===== src/rtl/gcd_requester.sv =====
// Initiator for the GCD engine start/done interface: one operand pair in flight, zero operands bypass the engine.
// Build option: define GCD_TIMEOUT_EN to abort a stuck engine after TIMEOUT wait cycles.
//
// state   | meaning
// IDLE    | ready for an operand pair
// ISSUE   | eng_start pulse, operands stable on eng_a/eng_b
// WAIT    | waiting for eng_done (optionally bounded by TIMEOUT)
// HOLD    | result presented downstream until out_ready
module gcd_requester #(
  parameter int WIDTH   = 16,
  parameter int TIMEOUT = 64
) (
  input  logic             clk,
  input  logic             rst,
  input  logic             in_valid,
  output logic             in_ready,
  input  logic [WIDTH-1:0] in_a,
  input  logic [WIDTH-1:0] in_b,
  output logic             eng_start,
  output logic [WIDTH-1:0] eng_a,
  output logic [WIDTH-1:0] eng_b,
  input  logic             eng_done,
  input  logic [WIDTH-1:0] eng_result,
  output logic             out_valid,
  input  logic             out_ready,
  output logic [WIDTH-1:0] out_gcd,
  output logic [WIDTH-1:0] out_a,
  output logic [WIDTH-1:0] out_b,
  output logic             out_err,
  output logic [15:0]      done_cnt
);

  typedef enum logic [1:0] {S_IDLE, S_ISSUE, S_WAIT, S_HOLD} state_t;
  state_t state;

  generate
    if (TIMEOUT < 1) begin : g_bad_timeout
      $error("gcd_requester: TIMEOUT must be at least 1");
    end
  endgenerate

`ifdef GCD_TIMEOUT_EN
  localparam int CNT_W = $clog2(TIMEOUT + 1);
  // Counter holds the number of completed WAIT cycles; abort on the TIMEOUT-th one.
  localparam logic [CNT_W-1:0] CNT_LAST = CNT_W'(TIMEOUT - 1);
  logic [CNT_W-1:0] wait_cnt;
`else
  assign out_err = 1'b0;
`endif

  always_ff @(posedge clk or negedge rst) begin
    if (!rst) begin
      state     <= S_IDLE;
      in_ready  <= 1'b1;
      eng_start <= 1'b0;
      eng_a     <= '0;
      eng_b     <= '0;
      out_valid <= 1'b0;
      out_gcd   <= '0;
      out_a     <= '0;
      out_b     <= '0;
      done_cnt  <= '0;
`ifdef GCD_TIMEOUT_EN
      out_err   <= 1'b0;
      wait_cnt  <= '0;
`endif
    end else begin
      eng_start <= 1'b0;
      case (state)
        S_IDLE: begin
          if (in_valid) begin
            eng_a    <= in_a;
            eng_b    <= in_b;
            out_a    <= in_a;
            out_b    <= in_b;
            in_ready <= 1'b0;
            if (in_a == '0 || in_b == '0) begin
              out_gcd   <= in_a | in_b;
              out_valid <= 1'b1;
`ifdef GCD_TIMEOUT_EN
              out_err   <= 1'b0;
`endif
              state     <= S_HOLD;
            end else begin
              eng_start <= 1'b1;
              state     <= S_ISSUE;
            end
          end
        end
        S_ISSUE: begin
`ifdef GCD_TIMEOUT_EN
          wait_cnt <= '0;
`endif
          state <= S_WAIT;
        end
        S_WAIT: begin
          // A done coinciding with the timeout limit still delivers the real result.
          if (eng_done) begin
            out_gcd   <= eng_result;
            out_valid <= 1'b1;
`ifdef GCD_TIMEOUT_EN
            out_err   <= 1'b0;
`endif
            state     <= S_HOLD;
          end
`ifdef GCD_TIMEOUT_EN
          else if (wait_cnt == CNT_LAST) begin
            out_gcd   <= '0;
            out_err   <= 1'b1;
            out_valid <= 1'b1;
            state     <= S_HOLD;
          end else begin
            wait_cnt <= wait_cnt + 1'b1;
          end
`endif
        end
        S_HOLD: begin
          if (out_ready) begin
            out_valid <= 1'b0;
            in_ready  <= 1'b1;
            done_cnt  <= done_cnt + 16'd1;
            state     <= S_IDLE;
          end
        end
        default: state <= S_IDLE;
      endcase
    end
  end

endmodule


===== config.mk =====
export PLATFORM = sky130hd
export DESIGN_NAME = gcd_requester
export DESIGN_NICKNAME = d
export VERILOG_FILES = /design/src/rtl/gcd_requester.sv
export SDC_FILE = /design/constraint.sdc
export NUM_CORES = 1
export LEC_CHECK = 0
export ABC_AREA = 1
export ABC_CLOCK_PERIOD_IN_PS = 1400
export CAP_MARGIN = 30
export CORE_MARGIN = 2
export CORE_UTILIZATION = 28
export CTS_CLUSTER_DIAMETER = 150
export CTS_CLUSTER_SIZE = 25
export DETAILED_ROUTE_END_ITERATION = 7
export SLEW_MARGIN = 25
export SYNTH_ARGS = -nofsm -noshare
export SYNTH_HDL_FRONTEND = slang
export SYNTH_SLANG_ARGS = --single-unit

===== constraint.sdc =====
create_clock -name clk -period 1.4 [get_ports clk]
set_input_delay 0.14 -clock clk [delete_from_list [all_inputs] [get_ports clk]]
set_output_delay 0.14 -clock clk [all_outputs]
set_load 0.02 [all_outputs]

# --- Word level (Yosys, flattened, before mapping) ---
# Index checks and enable logic that the tools add are counted.
op_classes:
  n_lt_le_gt_ge: 0
  shift: 0
  reduce_logical: 13
  n_mul: 0
  n_eq_ne: 7
  n_addsub: 1
  div_mod_pow: 0
  bitwise: 1
  n_mux: 20
op_table:
  columns: ["op", "n"]
  rows:
  - ["16-bit 2-to-1 mux", 3]
  - ["16-bit zero test", 2]
  - ["16-bit one-hot mux with 2 select lines", 1]
  - ["16-bit by 1-bit adder with 16-bit output, second input constant", 1]
  - ["16-bit OR", 1]
  - ["1-bit 2-to-1 mux", 9]
  - ["2-bit 2-to-1 mux", 4]
  - ["2-bit != test, second input constant", 4]
  - ["2-bit one-hot mux with 4 select lines", 1]
  - ["3-bit AND reduction", 2]
  - ["5-bit AND reduction", 1]
  - ["2-bit == test, second input constant", 2]
  - ["2-bit AND reduction", 2]
  - ["4-bit AND reduction", 1]
  - ["2-bit nonzero test", 2]
  - ["1-bit one-hot mux with 3 select lines", 1]
  - ["3-bit nonzero test", 1]
  - ["2-bit by 1-bit == test with 1-bit output, second input constant", 1]
  - ["2-bit zero test", 1]
  - ["1-bit one-hot mux with 2 select lines", 1]
  - ["1-bit logical OR", 1]
word_totals:
  word_cells: 50
  latchBits: 0
  rom_bits: 0
  out_inout_bits: 100
  inputBits: 53
  mem_count: 0
  ramBits: 0
  register_bits: 69

# --- Longest topological paths before layout ---
# Gate-level depths: netlist of run 1.
logic_depth:
  ltp_word: 5
  mapped_depth: 11
  mapped_depth_nobuf: 10

# --- Worst setup path before layout of run 1 ---
# No wires, ideal clock.
synth_timing:
  path_kind: "reg-to-reg"
  start: "register state[0]"
  end: "register out_gcd[14]"
  arrival_ps: 1395
  synth_period_minus_slack_ps: 1512
  path_buffers: 2
  slack_ps: -112
  path_stages_with_launch: 11
  required_time_ps: 1283
  setup_time_ps: 117
  cell_sequence: "dfrtp_1 -> inv_1 -> ha_1 -> buf_6 -> inv_4 -> or2_4 -> nand2_4 -> inv_4 -> buf_2 -> nand4_1 -> nand2_1"
synth_via:
  elab_chain_len: 3
  elab_cells_between_ends: 8
  cone_classes: "eq/ne (4); mux (1); reduce/logical (3)"
synth_lines:
  columns: ["element", "line", "source"]
  rows:
  - ["start, declared", "34", "state_t state;"]
  - ["start signal, assigned", "53", "state <= S_IDLE;"]
  - ["start signal, assigned", "83", "state <= S_HOLD;"]
  - ["start signal, assigned", "86", "state <= S_ISSUE;"]
  - ["2-bit == test or 2-bit zero test (tied branches)", "69", "case (state)"]
  - ["2-bit != test (no line) or 2-bit nonzero test (tied branches)", null, null]
  - ["4-bit AND reduction (no line)", null, null]
  - ["end signal, assigned", "78", "out_gcd <= in_a | in_b;"]
  - ["end signal, assigned", "99", "out_gcd <= eng_result;"]
  - ["end, declared", "26", "output logic [WIDTH-1:0] out_gcd,"]
# Parallel ways exist; a longest one is shown, timed or not.
# A chain may end at the register's enable or synchronous reset.

# --- Worst setup path after layout of run 1 ---
layout_timing:
  start: "register state[0]"
  end: "register out_gcd[9]"
# Same word-level chain as after synthesis.

==> results.json, run 1 <==
{
  "first_pass_iters": 4,
  "antennaDiodeCount": 0,
  "synth_seq_cells": 69,
  "syn-instance-count": 376,
  "clock-root-buffer": "clkbuf_16",
  "clock_latency_ns": 0.33,
  "dp_slack_ns": -0.223,
  "cp.arrival_ns": 1.75,
  "fmax_mhz": 654,
  "finalHoldViolCount": 0,
  "grt.total_usage_pct": 16.4,
  "wl_microns": 10600,
  "nNetsFinal": 605,
  "die_area_sq_um": 13500,
  "path_class": "reg2reg",
  "port_buffers": 151,
  "ys_top_cells_by_count": "nand2_1, dfrtp_1, buf_4",
  "die_y_microns": 116,
  "start_kind": "register",
  "start_util_pct": 29.0,
  "syn_area_sq_um": 3510,
  "post-dp-hpwl_microns": 8050,
  "period_share_pct": 109,
  "finalWorstSetupSlack_ns": -0.129,
  "synth_edf_count": 0,
  "yosysMostFrequentCell": "nand2_1",
  "drc": 0,
  "crit_fanout": 8,
  "drive_gt1_share_pct": 24.1,
  "synthTopCellsByArea": "dfrtp_1, nand2_1, mux2_2",
  "p_leak_uw": 0.00285,
  "syn_nets": 433,
  "cts_tree": "done",
  "cts_buffers": 9,
  "period_minus_slack_ns": 1.53,
  "vias_per_cell": 4.35,
  "grt_pass1_wl_microns": 16800,
  "fp.dieW_microns": 116,
  "cts.htree.levels": 3,
  "rr_worst_depth": 9,
  "slew_viol_final": 0,
  "grt_pass1_vias": 3305,
  "yosys.area_share.simple_pct": 21.3,
  "grt_max_degree": 70,
  "antenna_found_initial": 0,
  "r2r_slack_ns": -0.13,
  "crit_path_start": "state[0]",
  "clock-sinks": 69,
  "violations": "setup timing",
  "vias": 3138,
  "finalSetupViolCount": 56,
  "clk_path_buf_depth": 2,
  "fin_total_pwr_uw": 12700,
  "crit_required_ns": 1.62,
  "outcome": "finished, violations left",
  "rsz0062_at_grt": "true",
  "powerDensity_nw_per_um2": 2220,
  "synthAdderAreaFrac_pct": 1.42,
  "synth_top_family_by_area": "simple AND/OR/NAND/NOR gates",
  "synth_compound_area_share_pct": 3.95,
  "io_pins": 153,
  "end_kind": "register",
  "r2r-end": "out_gcd[9]",
  "cts.clk_slew.worst_paths_ns": 0.06,
  "fp-row-count": 40,
  "ys_types": 35,
  "gp_congestion": 0.805,
  "wl_per_cell_microns": 14.7,
  "ys.flop_type": "dfrtp_1",
  "synthXorXnorAreaFrac_pct": 2.99,
  "ys_warn_count": 0,
  "synthArstFlopShare_pct": 100,
  "area_growth_pct": 62.8,
  "ys_seq_area_share_pct": 49.2,
  "yosys.area.top_type": "dfrtp_1",
  "skew_ns": 0.00344,
  "reg2reg_from": "state[0]",
  "yosys.area.top_type_share_pct": 48.4,
  "synthMuxAreaShare_pct": 9.29,
  "drt-initial-drc-count": 161,
  "ant_nets": 0,
  "vdd_drop_max_mv": 1.10,
  "maxCapViolCount": 0,
  "holdCritPathClass": "in2async",
  "core_sq_um": 12100,
  "grt-ovfl-total": 0,
  "cp-endpoint": "out_gcd[9]",
  "syn-mean-instance-area_sq_um": 9.34
}
==> worst min path at each step <==
stage,startpoint,to,slack [ns],cells after the start
floorplan,rst,done_cnt[0],-0.16,0
detailed placement,rst,done_cnt[4],0.20,2
CTS,rst,done_cnt[9],0.39,3
global placement,rst,done_cnt[4],0.20,2
global route,rst,out_b[14],0.41,3
finish,rst,done_cnt[4],0.36,3
==> kinds of logic after synthesis <==
family                     after synthesis
and+or+nand+nor                        166
muxes                                   29
buffers and inverters                   69
adders and majority gates                4
other                                    1
AOI/OAI and AO/OA                       26
xor gates and xnor gates                12
DFF                                     69
==> layer usage <==
layer  wire (microns)  vias to the layer above  share of wire, %  track usage [%]
met5                0                        -                 0                0
met4              231                        0               2.2             5.95
met3              693                       13               6.5             4.97
met2             5300                      101                50             27.7
met1             4370                     1487                41             19.7
li1                 -                     1537                 -                -
==> power breakdown <==
group	switching, uW	leakage (uW)	internal, uW
Sequential	599	0.000834	2860
Clock	834	0.000149	1410
Combinational	3990	0.00186	3000
==> flip-flops by register name (all words and copies together), names as in the netlist <==
signal and flops:
out_gcd 16, done_cnt 16, in_ready 1, out_b 16, out_valid 1, eng_start 1, state 2, out_a 16
==> what timing repair did <==
item | 4_1_cts | 5_1_grt
buffers inserted | 5 | 2
endpoints found under the hold margin | 68 | 0
endpoints found under the setup margin | 160 | 63
cloned | 1 | 1
pin swaps | 11 | 8
hold buffers | 1 | 0
resized for setup | 116 | 16
==> cell usage in the layout, fill, tap and decap left out, types with 2 or more instances in the layout <==
master,count
inv_4,2
nor2_1,26
dlygate4sd2_1,99
xnor2_1,3
buf_4,44
buf_6,4
mux2_2,29
ha_2,2
xor2_1,9
clkdlybuf4s50_1,51
nand4_1,17
nand2_2,2
nor2_4,3
dfrtp_1,65
clkbuf_16,10
inv_1,19
nand2_1,98
inv_2,2
nand3_4,4
nand2_4,4
nand3_1,3
or2_4,2
buf_12,4
clkinv_2,4
ha_4,2
dfrtp_2,3
nand3_2,3
o21ai_1,3
o21ai_0,18
==> cell type report <==
type,instances,area (sq um)
flip-flops and latches,69,1730
well taps,168,210
inverters,24,103
multi-input cells,239,1510
repair buffers,205,1870
clock inverters,5,50.0
clock buffers,11,243
fillers,1202,6390
==> stage by stage <==
| stage | util, % | std cells | hold slack (ns) | instance area (sq um) | setup TNS, ns |
|---|---|---|---|---|---|
| after floorplan | - | 376 | -0.156 | 3570 | -0.746 |
| after detailed placement | 44.1 | 698 | 0.198 | 5350 | -6.04 |
| after global routing | 47.2 | 721 | 0.413 | 5720 | -8.72 |
| after CTS | 46.5 | 720 | 0.389 | 5630 | -5.35 |
| final | 47.2 | 721 | 0.360 | 5720 | -4.71 |
| after global placement | 44.1 | 698 | 0.195 | 5350 | -4.94 |
==> critical path, cell delays in order, from the launching register on <==
cell       delay [ns]
dfrtp_1          0.42
inv_2            0.11
ha_4             0.16
inv_4            0.03
or2_4            0.23
nand2_4          0.10
inv_8            0.06
clkbuf_16        0.15
nand4_1          0.08
nand2_1          0.06
(Power assumes the default switching activity.)
==> run 2: changes to the inputs <==
--- a/config.mk
+++ b/config.mk
@@ -13,6 +13,8 @@
 export CTS_CLUSTER_DIAMETER = 150
 export CTS_CLUSTER_SIZE = 25
 export DETAILED_ROUTE_END_ITERATION = 7
+export PLACE_DENSITY = 0.63
+export SETUP_SLACK_MARGIN = 0.15
 export SLEW_MARGIN = 25
 export SYNTH_ARGS = -nofsm -noshare
 export SYNTH_HDL_FRONTEND = slang
==> run 2 against run 1 <==
Against the previous run:
- the flow still finishes with violations (setup timing)
- design area up 5.4%
- first-iteration DRC count shrank 14%
- combinational power rose by 10%
- critical path depth did not move
- clock power up 2%
- sequential share of layout area is 1.5 points lower
- worst setup slack worse by 0.025 ns
- utilization is 2.6 points higher
- critical endpoint is now out_gcd[0]
- largest cell class unchanged
==> results.json, run 2 (same netlist as run 1, synthesis figures left out) <==
{
  "outcome": "finished, violations left",
  "violations": "setup timing",
  "grt.total_usage_pct": 16.2,
  "start_kind": "register",
  "finalHoldViolCount": 0,
  "core_sq_um": 12100,
  "end_kind": "register",
  "worstMarginPinSlew_ns": 0.724,
  "powerDensity_nw_per_um2": 2230,
  "die_area_sq_um": 13500,
  "wl_microns": 11100,
  "layout_commonest_cell": "nand2_1",
  "clock-sinks": 69,
  "gp_congestion": 0.796,
  "dpl_cell_area_sq_um": 5370,
  "cp.arrival_ns": 1.77,
  "crit_required_ns": 1.62,
  "reg2reg_from": "state[0]",
  "vdd_drop_max_mv": 0.969,
  "finalSetupViolCount": 52,
  "port_buffers": 151,
  "p_leak_uw": 0.00292,
  "crit_fanout": 6,
  "vias_per_cell": 4.44,
  "final_cell_mix": "nand2_1, dlygate4sd2_1, dfrtp_1",
  "path_class": "reg2reg",
  "clock-root-buffer": "clkbuf_16",
  "cts.clk_slew.worst_paths_ns": 0.06,
  "die_y_microns": 116,
  "holdCritPathClass": "in2async",
  "post-dp-hpwl_microns": 8120,
  "fin_total_pwr_uw": 13500,
  "fp.dieW_microns": 116,
  "cts_tree": "done",
  "cts_buffers": 9,
  "antenna_found_initial": 0,
  "slew_headroom_pct": 51.7,
  "first_pass_iters": 4,
  "grt_pass1_vias": 3323,
  "drt-initial-drc-count": 138,
  "period_share_pct": 111,
  "grt_pass1_wl_microns": 16400,
  "start_util_pct": 29.0,
  "grt_max_degree": 27,
  "clock_latency_ns": 0.33,
  "rsz0062_at_grt": "true",
  "fin_area_sq_um": 6030,
  "maxCapViolCount": 0,
  "skew_ns": 0.00782,
  "nNetsFinal": 618,
  "fp-row-count": 40,
  "crit_path_start": "state[0]",
  "post-route-util_pct": 49.8,
  "clk_path_buf_depth": 2,
  "io_pins": 153,
  "slew_viol_final": 0,
  "finalWorstSetupSlack_ns": -0.154,
  "wl_per_cell_microns": 15.2,
  "fmax_mhz": 643,
  "drive_gt1_share_pct": 30.6,
  "area_growth_pct": 71.6,
  "drc": 0,
  "ant_nets": 0,
  "grt-ovfl-total": 0,
  "cts.htree.levels": 3,
  "vias": 3251,
  "period_minus_slack_ns": 1.55,
  "antennaDiodeCount": 0
}
run 2: cell count changes in the layout (fill, tap and decap cells not counted), moves of 3 or more:
cell and change:
dlygate4sd2_1 -20, clkdlybuf4s15_1 +12, buf_6 +9, nand2_1 -9
nand2_2 +9, buf_12 +4, buf_2 +3, buf_4 -3
clkdlybuf4s15_2 +3, dfrtp_1 -3, dfrtp_2 +3, o21ai_0 -3
run 2: through the flow:
stage	setup TNS [ns]	std cells	setup WS, ns	hold slack [ns]
floorplan	-0.746	376	-0.0577	-0.156
global placement	-4.15	697	-0.153	0.218
detailed placement	-6.25	697	-0.239	0.235
CTS	-4.75	721	-0.110	0.419
global route	-6.51	733	-0.220	0.464
finish	-2.73	733	-0.154	0.406
run 2: layout make-up:
cell class	count	area [sq um]
well taps	168	210
inverters	24	103
repair inverters	1	6.26
fillers	1160	6080
flip-flops and latches	69	1740
multi-input cells	239	1590
clock inverters	4	47.5
repair buffers	217	2090
clock buffers	11	253
run 2: metal layers:
layer / global-route usage [%] / up-vias / share of wire [%]
met5: 0 / - / 0
met4: 4.92 / 0 / 2.3
met3: 5.86 / 19 / 6.2
met2: 28.0 / 116 / 51
met1: 18.8 / 1563 / 40
li1: - / 1553 / -
run 2: report_power, final:
part | switching, uW | total, uW | internal [uW]
Clock | 834 | 2290 | 1460
Sequential | 622 | 3490 | 2870
Combinational | 4260 | 7690 | 3430
Total | 5720 | 13500 | 7750
run 2: worst max-delay path: stages, from the launching register on:
cell	delay (ns)
dfrtp_1	0.42
inv_2	0.12
ha_4	0.16
inv_4	0.03
or2_4	0.25
nand2_8	0.10
inv_8	0.05
clkbuf_16	0.15
nand4_1	0.10
nand2_1	0.06
run 2: final timing paths:
kind | endpoint | slack, ns | cells past startpoint
worst max-delay path | out_gcd[0] | -0.15 | 9
worst min-delay path | state[0] | 0.41 | 2
worst max register to register | out_gcd[0] | -0.15 | 9
worst min register to register | in_ready | 0.46 | 2
max in group asynchronous | out_a[9] | 0.45 | 3
min in group clk | in_ready | 0.46 | 2
run 2: repair_timing:
item                                   in CTS  in global routing
hold buffers                                1                  0
resized for setup                         152                 45
pin swaps                                   8                 16
cloned                                      1                  5
setup endpoints to repair                 163                 79
buffers inserted                            7                  7
endpoints found under the hold margin      22                  0
